## config.mk

```make
export PLATFORM = sky130hd
export DESIGN_NAME = histogram_peak_finder
export DESIGN_NICKNAME = d
export VERILOG_FILES = /design/src/rtl/histogram_peak_finder.sv
export SDC_FILE = /design/constraint.sdc
export NUM_CORES = 1
export LEC_CHECK = 0
export BUFFER_PORTS_ARGS = -buffer_cell sky130_fd_sc_hd__buf_2
export CAP_MARGIN = 20
export CORE_MARGIN = 10
export CORE_UTILIZATION = 50
export CTS_BUF_LIST = sky130_fd_sc_hd__clkbuf_4 sky130_fd_sc_hd__clkbuf_8
export CTS_CLUSTER_DIAMETER = 30
export DETAILED_ROUTE_END_ITERATION = 10
export HOLD_SLACK_MARGIN = 0.02
export PLACE_DENSITY = 0.7
export SLEW_MARGIN = 20
export SYNTH_ARGS = -nofsm -noshare
export SYNTH_HDL_FRONTEND = slang
export SYNTH_SLANG_ARGS = --single-unit
export TNS_END_PERCENT = 50
```

## constraint.sdc

```tcl
create_clock -name clk -period 4.3 [get_ports clk]
set_input_delay 1.075 -clock clk [delete_from_list [all_inputs] [get_ports clk]]
set_output_delay 1.075 -clock clk [all_outputs]
set_load 0.005 [all_outputs]
```

## src/rtl/histogram_peak_finder.sv

```systemverilog
// ---------------------------------------------------------------------------
// HistogramPeakFinder (module histogram_peak_finder)
//
// Purpose:
//   Scans a pixel histogram RAM (NBIN = 2**NB bins) after accumulation.
//   Reports the index and score of the fullest bin.
//   One scan runs per accepted start pulse.
//   Ties keep the lowest index because a candidate wins only on a strictly
//   greater score.
//
// Optional feature (macro PEAK_NEIGHBOR_SUM_EN):
//   When defined, each bin is scored by the 3-bin window sum
//   c[k-1] + c[k] + c[k+1]. Neighbours that fall outside the histogram
//   count as 0.
//   This adds one pipeline stage, so peakDone arrives one cycle later.
//   When undefined, the score is the raw bin count and no window logic
//   exists.
//
// Ports:
//   clk        in   rising-edge clock
//   res        in   asynchronous active-high reset
//   start      in   single-cycle scan request, honoured only while idle
//   rd_en      out  histogram RAM read enable
//   rd_addr    out  histogram RAM read address (NB bits)
//   rd_data    in   bin count, valid one cycle after rd_en (CW bits)
//   peakCH     out  winning bin index, held until the next peakDone
//   peakCount  out  winning score (CW+2 bits), held until the next peakDone
//   peakDone   out  one-cycle pulse; peakCH/peakCount are valid with it
//   busy       out  high from the cycle after an accepted start through
//                   the peakDone cycle
// ---------------------------------------------------------------------------
module histogram_peak_finder #(
   parameter int NB = 4,
   parameter int CW = 16
) (
   input  logic          clk,
   input  logic          res,
   input  logic          start,
   output logic          rd_en,
   output logic [NB-1:0] rd_addr,
   input  logic [CW-1:0] rd_data,
   output logic [NB-1:0] peakCH,
   output logic [CW+1:0] peakCount,
   output logic          peakDone,
   output logic          busy
);

   localparam logic [NB-1:0] LAST_ADDR = {NB{1'b1}};

   typedef enum logic [1:0] {
      IDLE,
      SCAN,
      DRAIN,
      DONE
   } state_t;

   state_t stateQ, stateD;

   logic [NB-1:0] addrQ, addrD;
   logic          validQ;
   logic [NB-1:0] idxQ;
   logic [NB-1:0] bestIdxQ, bestIdxD;
   logic [CW+1:0] bestScoreQ, bestScoreD;
   logic [NB-1:0] peakChQ, peakChD;
   logic [CW+1:0] peakCountQ, peakCountD;

   logic          candValid;
   logic [NB-1:0] candIdx;
   logic [CW+1:0] candScore;
   logic          drainLast;
   logic          startAccepted;

   assign startAccepted = (stateQ == IDLE) && start;

   // State register.
   // Reset can land at any moment, mid-scan included, and always returns
   // the block to IDLE.
   always_ff @(posedge clk or posedge res) begin
      if (res) begin
         stateQ <= IDLE;
      end else begin
         stateQ <= stateD;
      end
   end

   // Next-state logic.
   // SCAN ends on the read of the last address rather than on the address
   // counter wrapping to zero.
   // DRAIN covers the cycles still needed for in-flight read data to reach
   // the comparator.
   always_comb begin
      stateD = stateQ;
      case (stateQ)
         IDLE:    if (start) stateD = SCAN;
         SCAN:    if (addrQ == LAST_ADDR) stateD = DRAIN;
         DRAIN:   if (drainLast) stateD = DONE;
         DONE:    stateD = IDLE;
         default: stateD = IDLE;
      endcase
   end

   // Output decode.
   // All control outputs depend on the state register alone.
   // An asynchronous reset therefore clears them without waiting for a
   // clock edge.
   always_comb begin
      rd_en    = (stateQ == SCAN);
      busy     = (stateQ != IDLE);
      peakDone = (stateQ == DONE);
   end

   assign rd_addr   = addrQ;
   assign peakCH    = peakChQ;
   assign peakCount = peakCountQ;

   // Read-return tracking.
   // The RAM answers one cycle after the request.
   // Delaying rd_en and rd_addr by one register tells us when rd_data is
   // meaningful and which bin it belongs to.
   always_ff @(posedge clk or posedge res) begin
      if (res) begin
         validQ <= 1'b0;
         idxQ   <= '0;
      end else begin
         validQ <= rd_en;
         idxQ   <= rd_addr;
      end
   end

`ifdef PEAK_NEIGHBOR_SUM_EN
   logic [CW-1:0] c1Q;
   logic [CW-1:0] c2Q;
   logic          cenValidQ;
   logic [NB-1:0] cenIdxQ;
   logic          drainQ;
   logic [CW-1:0] upperNb;

   // Window pipeline.
   // c1Q holds the centre bin and c2Q holds its lower neighbour.
   // The upper neighbour is whatever rd_data carries in the same cycle.
   // For the last bin, no read is returning, so the upper neighbour is
   // forced to zero.
   // The history registers are cleared on each accepted start, which makes
   // the lower neighbour of bin 0 read as zero.
   always_ff @(posedge clk or posedge res) begin
      if (res) begin
         c1Q       <= '0;
         c2Q       <= '0;
         cenValidQ <= 1'b0;
         cenIdxQ   <= '0;
      end else begin
         if (startAccepted) begin
            c1Q <= '0;
            c2Q <= '0;
         end else if (validQ) begin
            c1Q <= rd_data;
            c2Q <= c1Q;
         end
         cenValidQ <= validQ;
         cenIdxQ   <= idxQ;
      end
   end

   // Drain length tracking.
   // The extra window stage stretches DRAIN to two cycles.
   // drainQ marks the second of those cycles.
   always_ff @(posedge clk or posedge res) begin
      if (res) begin
         drainQ <= 1'b0;
      end else begin
         drainQ <= (stateQ == DRAIN) && !drainQ;
      end
   end

   // Candidate for the comparator: the window centred on the delayed bin.
   always_comb begin
      upperNb   = validQ ? rd_data : '0;
      candValid = cenValidQ;
      candIdx   = cenIdxQ;
      candScore = {2'b00, c2Q} + {2'b00, c1Q} + {2'b00, upperNb};
      drainLast = drainQ;
   end
`else
   // Candidate for the comparator: the raw bin count, zero-extended.
   // DRAIN needs only one cycle in this build.
   always_comb begin
      candValid = validQ;
      candIdx   = idxQ;
      candScore = {2'b00, rd_data};
      drainLast = 1'b1;
   end
`endif

   // Datapath next-state.
   // The address walks 0..NBIN-1 while scanning and parks at zero
   // otherwise.
   // The running best restarts at index 0 with score 0 on every accepted
   // start, and is replaced only by a strictly greater score.
   // The published peak is loaded on the final DRAIN cycle, using the
   // best value that already includes the last compare.
   // That way it is visible in the very cycle peakDone is high.
   always_comb begin
      addrD = addrQ;
      if (stateQ == SCAN) begin
         addrD = (addrQ == LAST_ADDR) ? '0 : addrQ + 1'b1;
      end

      bestIdxD   = bestIdxQ;
      bestScoreD = bestScoreQ;
      if (startAccepted) begin
         bestIdxD   = '0;
         bestScoreD = '0;
      end else if (candValid && (candScore > bestScoreQ)) begin
         bestIdxD   = candIdx;
         bestScoreD = candScore;
      end

      peakChD    = peakChQ;
      peakCountD = peakCountQ;
      if ((stateQ == DRAIN) && drainLast) begin
         peakChD    = bestIdxD;
         peakCountD = bestScoreD;
      end
   end

   // Datapath registers.
   // Everything here clears on reset, including the held peak outputs.
   always_ff @(posedge clk or posedge res) begin
      if (res) begin
         addrQ      <= '0;
         bestIdxQ   <= '0;
         bestScoreQ <= '0;
         peakChQ    <= '0;
         peakCountQ <= '0;
      end else begin
         addrQ      <= addrD;
         bestIdxQ   <= bestIdxD;
         bestScoreQ <= bestScoreD;
         peakChQ    <= peakChD;
         peakCountQ <= peakCountD;
      end
   end

endmodule

```

==> impl_metrics.toml, run 1 <==
[min_path]
hold_end = "candIdx[3]"
hold_depth = 0
min_from = "rd_addr[3]"
hp-class = "flop to flop"

[power]
p_clk_frac = 0.165
static-leakage-power_nw = 1.51
p_per_area_nw_per_um2 = 637
p_seq_frac = 0.418
internal_power_mw = 1.20
ir_drop_v = 0.000389
combPwrFrac = 0.417
p_switching_uw = 717
netSwitchingFraction = 0.374

[cells_and_area]
finish.net_count = 328
antenna_cells = 0
final_common_cell = "dfrtp_1"
layout_common_cells = "dfrtp_1, buf_2, inv_1, ha_1"
instances_no_fill = 358
drive_gt1_frac = 0.243
syn2layout_area_growth_pct = 15.7

[global_routing]
grt_pass1_vias = 1901
grt_start_max_net_pins = 34
grt-ovfl-total = 0
grt_pass1_wl_mm = 9.11
track_usage = 0.130
antenna_found_initial = 0

[drt]
drt-total-wl_mm = 5.14
num_vias = 1805
drt_iter0_drc = 67
first_pass_iters = 4
viasPerCell = 5.04
detail-route-antenna-nets = 0
wire_per_inst_um = 14.4
drc = 0

[run]
drv_cap = 0

[floorplanning]
rows = 26
start_util = 0.512
ios = 48
die_area_um2 = 8480
core_um2 = 5070
die-width_um = 92.1
die_h_um = 92.1

[yosys]
avgSynthCellArea_um2 = 10.9
syn_area_um2 = 2600
synth_compound_area_frac = 0.101
synthCells = 238
synth_fa_ha_area_frac = 0.106
ys_warn_count = 0
synth.distinct_cells = 28
ys_ff_latch = 55
yosys-mux-area-fraction = 0.0939
synth_top_family_by_area = "adder cells"
ys_seq_area_frac = 0.530
synth-xor-area-share = 0.00337
synth_simple_gate_area_share = 0.0881
syn-num-nets = 279

[clock_tree]
clockBufferDepth = 2
root_buffer = "clkbuf_8"
post_cts_buffers = 0
clkTransAtPathRegs_ps = 90
cts_resized = 0
cts_made_buffers = 5
h-tree-depth = 2
cts_tree = "built"
cts_num_sinks = 55
clock_latency_ps = 310
cts_hold_buf = 0

[setup_path]
rr_worst_depth = 9
r2r_start = "bestScoreQ[15]"
r2r_end = "peakCH[3]"
required_ps = 4460
worstSetupPathType = "input pin to flop"
critPathArrivalTime_ps = 2870
cpMaxStageDelayCell = "ha_1"
cp.buffers_inverters = 2
crit_chain = "buf_2, ha_1, nand4bb_4, nor4_4, o21ai_2, a21oi_2, buf_4, mux2i_1, o22ai_2"
path_delay_family = "simple AND/OR/NAND/NOR gates"
start_kind = "input pin"
max_stage_delay_ps = 320
crit_path_end_kind = "flop"
crit_fanout = 10
r2r_slack_ps = 2060

[timing]
finalHoldViolCount = 0
fmax_ghz = 0.369
relSlewSlack = 0.441
min_period_ps = 2710
finalCritPeriodShare = 0.630
slew_viol_final = 0
rsz0062_at_grt = "no"
clock_skew_ps = 8.27
setup_tns_ps = 0
tightest_slew_ps = 839
setup_violations = 0

[place]
gp_congestion = 0.776
dp.cells = 350
dp_hpwl_mm = 3.80
io_buffers = 47

[outcome]
status = "finished clean"
state kept, by name (all words and copies together) (netlist names):
signal      cells
stateQ          2
bestScoreQ     18
candValid       1
peakCount      18
candIdx         4
bestIdxQ        4
peakCH          4
rd_addr         4
cells by family (layout without fill, tap and decap cells):
group | Yosys count | after routing
xor+xnor | 1 | 1
fa+ha+maj | 22 | 22
mux | 24 | 24
simple gates | 44 | 44
compound gates | 42 | 42
buf+inv | 50 | 100
flops | 55 | 55
power groups by stage:
stage | sequential (mW) | clock, mW | combinational (mW)
after CTS | 0.805 | 0.323 | 0.818
after floorplan | 0.801 | 0 | 0.578
after global routing | 0.829 | 0.348 | 0.918
after detailed placement | 0.814 | 0 | 0.814
final | 0.802 | 0.315 | 0.799
after global placement | 0.809 | 0 | 0.792
how the worst max path moves through the flow:
stage,start,end,slack [ps],depth (start not counted)
4_1_cts,rd_data[15],peakCH[3],1580,9
3_5_place_dp,rd_data[15],peakCH[3],1250,9
3_3_place_gp,rd_data[15],peakCount[9],1300,9
6_report,rd_data[15],peakCH[3],1590,9
2_1_floorplan,rd_data[15],peakCH[3],1560,8
5_1_grt,rd_data[15],bestIdxQ[3],1480,9
stage by stage:
step / hold WS (ps) / util / total power, mW / worst slack, ps / cell area [um2]
final: 461 / 0.592 / 1.92 / 1590 / 3010
after global routing: 496 / 0.592 / 2.09 / 1480 / 3010
after CTS: 471 / 0.592 / 1.95 / 1580 / 3010
after detailed placement: 447 / 0.572 / 1.63 / 1250 / 2900
after global placement: 438 / 0.572 / 1.60 / 1300 / 2900
after floorplan: 424 / - / 1.38 / 1560 / 2600
Yosys cell counts, drive strengths merged:
library cell	instances	area [um2]
nor3	2	10.0
nor4	1	21.3
inv	41	154
mux2	3	33.8
o32ai	1	8.76
nand2b	1	6.26
nand4	3	18.8
nor2	21	78.8
mux2i	21	210
nand2	11	41.3
ha	22	275
xnor2	1	8.76
nand3	1	5.00
a21oi	10	53.8
o21a	1	7.51
clkbuf	7	26.3
o21ai	8	43.8
buf	2	22.5
a21bo	1	10.0
o22ai	20	131
dfrtp	55	1380
nand4bb	1	27.5
a211oi	1	7.51
and2	3	20.0
metal layers:
layer	share of wire	track usage
met1	0.45	0.159
met2	0.48	0.212
met3	0.057	0.0489
met4	0.010	0.0308
met5	0	0
final cells by class:
class | count | area, um2
multi-input combinational | 133 | 1020
tap | 70 | 87.6
inverter | 41 | 154
timing repair buffer | 51 | 265
sequential | 55 | 1380
clock buffer | 8 | 104
fill | 479 | 2070
Power figures use the tool's default switching activity.
==> inputs of run 2 (changes only) <==
--- a/config.mk
+++ b/config.mk
@@ -5,6 +5,7 @@
 export SDC_FILE = /design/constraint.sdc
 export NUM_CORES = 1
 export LEC_CHECK = 0
+export ABC_AREA = 1
 export BUFFER_PORTS_ARGS = -buffer_cell sky130_fd_sc_hd__buf_2
 export CAP_MARGIN = 20
 export CORE_MARGIN = 10
@@ -13,7 +14,7 @@
 export CTS_CLUSTER_DIAMETER = 30
 export DETAILED_ROUTE_END_ITERATION = 10
 export HOLD_SLACK_MARGIN = 0.02
-export PLACE_DENSITY = 0.7
+export PLACE_DENSITY = 0.69
 export SLEW_MARGIN = 20
 export SYNTH_ARGS = -nofsm -noshare
 export SYNTH_HDL_FRONTEND = slang
==> constraint.sdc (replaced) <==
create_clock -name clk -period 2.72 [get_ports clk]
set_input_delay 0.68 -clock clk [delete_from_list [all_inputs] [get_ports clk]]
set_output_delay 0.68 -clock clk [all_outputs]
set_load 0.005 [all_outputs]
==> run 2 against run 1 <==
Power grew 91%. Design area grew 9.5%. First-iteration DRC count grew 81%. Flip-flop and latch count is the same. Largest cell class unchanged. Highest routed layer unchanged. Critical path type is now flop to output port.
==> impl_metrics.toml, run 2 <==
[outcome]
status = "finished clean"

[yosys]
ys_warn_count = 0
ys_ff_latch = 55
yosys.area.top_type_share = 0.479
synth_async_sr_flop_share = 1.00
yosysTopAreaCell = "dfrtp_1"
synth-edff-count = 0
synth_most_common_cell = "nand2_1"
ys_seq_area_frac = 0.479
syn_area_um2 = 2870
yosys-top-cells-count = "nand2_1, inv_1, dfrtp_1"
ys.flop_type = "dfrtp_1"
ys_top_cells_by_area = "dfrtp_1, nand2_1, ha_1"
synthCells = 341
avgSynthCellArea_um2 = 8.42
syn-num-nets = 382
synth.distinct_cells = 23

[timing]
clock_skew_ps = 8.50
finalCritPeriodShare = 0.765
relSlewSlack = 0.503
min_period_ps = 2080
whs_ps = 461
tightest_slew_ps = 745
setup_violations = 0
setup_ws_ps = 639
finalHoldViolCount = 0
setup_tns_ps = 0
fmax_ghz = 0.481
slew_viol_final = 0
rsz0062_at_grt = "no"

[clock_tree]
h-tree-depth = 2
clockBufferDepth = 2
cts_resized = 0
root_buffer = "clkbuf_8"
cts_hold_buf = 0
cts_made_buffers = 5
clock_latency_ps = 310
clkTransAtPathRegs_ps = 110
cts_tree = "built"
post_cts_buffers = 0
cts_num_sinks = 55

[cells_and_area]
instances_no_fill = 460
finish.net_count = 428
final_common_cell = "nand2_1"
post-route-cell-area_um2 = 3290
multiInputGateArea_um2 = 1200
layout_common_cells = "nand2_1, inv_1, dfrtp_1, buf_2, nand3_1"
antenna_cells = 0
syn2layout_area_growth_pct = 14.7
utilization = 0.594
drive_gt1_frac = 0.201
n_fill_cell = 530
seq_area_um2 = 1380

[setup_path]
required_ps = 2040
crit_fanout = 9
critPathArrivalTime_ps = 1400
worstSetupPathType = "flop to output port"
crit_path_end_kind = "output port"
start_kind = "flop"

[global_routing]
grt_util_met3 = 0.0335
grt_pass1_vias = 2211
antenna_found_initial = 0
busiest_layer = "met2"
grt_start_max_net_pins = 56
met2_usage = 0.224
gr-usage-met1 = 0.189
grt_pass1_wl_mm = 10.4
track_usage = 0.142
grt-ovfl-total = 0

[floorplanning]
die-width_um = 95.8
rows = 27
die_h_um = 95.8
ios = 48
die_area_um2 = 9170
core_um2 = 5540
start_util = 0.518

[power]
p_per_area_nw_per_um2 = 1110
static-leakage-power_nw = 1.94
total_power_mw = 3.65
ir_drop_v = 0.000720

[drt]
first_pass_iters = 4
detail-route-antenna-nets = 0
wire_per_inst_um = 13.4
drc = 0
viasPerCell = 4.87
num_vias = 2241
drt-total-wl_mm = 6.16
drt_iter0_drc = 121

[min_path]
hp-class = "flop to flop"

[place]
place_area_um2 = 3180
dp_slack_ps = 317
io_buffers = 47
dp_hpwl_mm = 4.40
gp_congestion = 0.809
dp.cells = 452

[run]
drv_cap = 0
run 2: kinds of logic (layout without fill, tap and decap cells):
kind of cell,Yosys count,after routing,synth area share
buffers and inverters,73,120,0.104
AND/OR/NAND/NOR,177,177,0.291
XOR/XNOR,1,1,0.00305
AO/OA/AOI/OAI,12,12,0.0227
flip-flops,55,55,0.479
adder cells (fa/ha/maj),22,22,0.0959
multiplexers,1,1,0.00392
run 2: critical path, stage by stage (launching register included):
cell     delay, ps
dfrtp_1        410
inv_1          130
ha_1           370
buf_2          180
run 2: power breakdown:
part           total (mW)  switching [mW]  internal, mW
Combinational        1.76            1.06         0.701
Sequential           1.33           0.163          1.17
Clock               0.565           0.285         0.280
run 2: area by class of cell:
cell class	count	area share
sequential	55	0.418
clock inverter	3	0.0144
inverter	59	0.0672
multi-input combinational	213	0.363
timing repair buffer	53	0.0889
clock buffer	5	0.0209
tap	72	0.0274
run 2: path summary, 6_finish.rpt:
kind | slack (ps) | end | startpoint | cells past startpoint
worst max-delay path | 640 | rd_en | stateQ[1] | 3
max in group asynchronous | 1710 | peakCount[7] | res | 3
worst min-delay path | 460 | candIdx[1] | rd_addr[1] | 0
worst max register to register | 730 | bestScoreQ[5] | bestScoreQ[13] | 11
worst min register to register | 460 | candIdx[1] | rd_addr[1] | 0
min in group asynchronous | 550 | peakCount[2] | res | 3
run 2: layer usage:
metal	wire length [um]	vias to the layer above
met2	2840	32
met5	0	-
met1	2990	1028
met3	272	5
li1	-	1176
met4	58	0
==> inputs of run 3 (changes only) <==
--- a/config.mk
+++ b/config.mk
@@ -5,7 +5,7 @@
 export SDC_FILE = /design/constraint.sdc
 export NUM_CORES = 1
 export LEC_CHECK = 0
-export ABC_AREA = 1
+export ABC_AREA = 0
 export BUFFER_PORTS_ARGS = -buffer_cell sky130_fd_sc_hd__buf_2
 export CAP_MARGIN = 20
 export CORE_MARGIN = 10
@@ -14,7 +14,7 @@
 export CTS_CLUSTER_DIAMETER = 30
 export DETAILED_ROUTE_END_ITERATION = 10
 export HOLD_SLACK_MARGIN = 0.02
-export PLACE_DENSITY = 0.69
+export PLACE_DENSITY = 0.73
 export SLEW_MARGIN = 20
 export SYNTH_ARGS = -nofsm -noshare
 export SYNTH_HDL_FRONTEND = slang
==> constraint.sdc (replaced) <==
create_clock -name clk -period 1.9 [get_ports clk]
set_input_delay 0.475 -clock clk [delete_from_list [all_inputs] [get_ports clk]]
set_output_delay 0.475 -clock clk [all_outputs]
set_load 0.005 [all_outputs]
==> run 3 against run 2 <==
The flow now finishes with violations (negative setup slack). Clock skew barely moved. First-iteration DRC count shrank 20%. Via count shrank 16%. Clock power increased by 27%. Design area is 6.2% higher. Hold slack got worse by 260 ps. Combinational power is 53% higher. Highest routed layer unchanged. Power grew 45%. Count of clock-buffer cells in the layout up 3. Critical endpoint is now peakCount[7]. Utilization grew 9.5 points.
==> impl_metrics.toml, run 3 (synthesis results as in run 1) <==
[outcome]
status = "finished, violations left"
violations = "negative setup slack"

[floorplanning]
die_area_um2 = 8480
die_h_um = 92.1
die-width_um = 92.1
rows = 26
ios = 48
core_um2 = 5070
start_util = 0.512

[setup_path]
crit_path_end_kind = "flop"
crit_chain = "inv_2, ha_4, nand4bb_4, nor3_2, a211oi_2, a21oi_4, buf_12, mux2i_4, o22ai_1"
r2r_start = "bestScoreQ[15]"
max_stage_delay_ps = 410
crit_fanout = 8
cpMaxStageDelayCell = "dfrtp_1"
start_kind = "flop"
required_ps = 2080
worstSetupPathType = "flop to flop"
crit_start = "bestScoreQ[15]"
critPathArrivalTime_ps = 2430

[clock_tree]
cts_hold_buf = 0
cts_made_buffers = 5
cts_tree = "built"
h-tree-depth = 2
cts_num_sinks = 55
clock_latency_ps = 310
root_buffer = "clkbuf_8"
clockBufferDepth = 2
clkTransAtPathRegs_ps = 100

[timing]
tightest_slew_ps = 356
setup_tns_ps = -12110
rsz0062_at_grt = "yes"
whs_ps = 201
slew_viol_final = 0
min_period_ps = 2250
setup_ws_ps = -352
finalHoldViolCount = 0
setup_violations = 40
relSlewSlack = 0.762
fmax_ghz = 0.444
clock_skew_ps = 8.97
finalCritPeriodShare = 1.19

[drt]
viasPerCell = 5.06
drt_iter0_drc = 97
first_pass_iters = 4
drc = 0
wire_per_inst_um = 16.8
detail-route-antenna-nets = 0
num_vias = 1888
drt-total-wl_mm = 6.25

[power]
total_power_mw = 5.30
netSwitchingFraction = 0.383
internal_power_mw = 3.27
p_per_area_nw_per_um2 = 1510
combPwrFrac = 0.507
p_seq_frac = 0.358
p_switching_mw = 2.03
ir_drop_v = 0.00104
static-leakage-power_nw = 1.64
p_clk_frac = 0.135

[global_routing]
grt_pass1_wl_mm = 9.40
grt-ovfl-total = 0
grt_start_max_net_pins = 56
antenna_found_initial = 0
grt_pass1_vias = 2009
track_usage = 0.134

[cells_and_area]
post-route-cell-area_um2 = 3500
finish.net_count = 343
syn2layout_area_growth_pct = 34.6
n_fill_cell = 384
antenna_cells = 0
final_common_cell = "dfrtp_1"
drive_gt1_frac = 0.403
layout_common_cells = "dfrtp_1, buf_2, inv_1, nor2_1"

[run]
drv_cap = 0

[place]
dp_hpwl_mm = 3.92
gp_congestion = 0.788
place_area_um2 = 3000
io_buffers = 47

[min_path]
hp-class = "input pin to async pin"
[run 3: final timing paths]
check                               end  slack, ps  depth (start not counted)
min reg2reg                  candIdx[3]        470                          0
max                        peakCount[7]       -350                          9
max in group asynchronous   bestIdxQ[1]       1460                          3
max reg2reg                peakCount[7]       -350                          9
min in group clk             candIdx[3]        470                          0
min                        peakCount[3]        200                          3
[run 3: critical path, delay by kind of cell, from the launching register on]
family / cells / cell delay (ps)
compound gates: 3 / 510
flops: 1 / 410
simple gates: 2 / 390
fa+ha+maj: 1 / 280
buf+inv: 2 / 260
mux: 1 / 260
[run 3: metal layers]
| metal | up-vias | share of wire | routed length [um] | track usage |
|---|---|---|---|---|
| li1 | 920 | - | - | - |
| met3 | 8 | 0.039 | 243 | 0.0350 |
| met5 | - | 0 | 0 | 0 |
| met2 | 45 | 0.54 | 3370 | 0.232 |
| met1 | 915 | 0.41 | 2540 | 0.159 |
| met4 | 0 | 0.014 | 89 | 0.0437 |
[run 3: final cells by class]
type / count / area [um2] / share of cell area
sequential: 55 / 1380 / 0.394
multi-input combinational: 133 / 1350 / 0.386
timing repair buffer: 66 / 427 / 0.122
inverter: 41 / 154 / 0.0440
clock buffer: 8 / 104 / 0.0297
tap: 70 / 87.6 / 0.0250
[run 3: what timing repair did]
| action | CTS | global route |
|---|---|---|
| buffers inserted | 3 | 6 |
| endpoints found under the setup margin | 40 | 41 |
| pin swaps | 5 | 6 |
| resized for setup | 18 | 40 |
| cloned | 0 | 0 |
[run 3: power by group through the flow]
stage	combinational, mW	sequential [mW]	clock, mW
final	2.69	1.89	0.716
after global routing	2.96	1.95	0.771
after CTS	2.16	1.84	0.733
after detailed placement	1.98	1.84	0
after global placement	1.91	1.83	0
after floorplan	1.35	1.82	0
[run 3: metrics by stage]
stage / util / setup WS (ps) / cells
2_1_floorplan: - / -135 / 238
3_3_place_gp: 0.592 / -393 / 356
3_5_place_dp: 0.592 / -416 / 356
4_1_cts: 0.635 / -217 / 367
5_1_grt: 0.689 / -456 / 373
6_report: 0.689 / -352 / 373
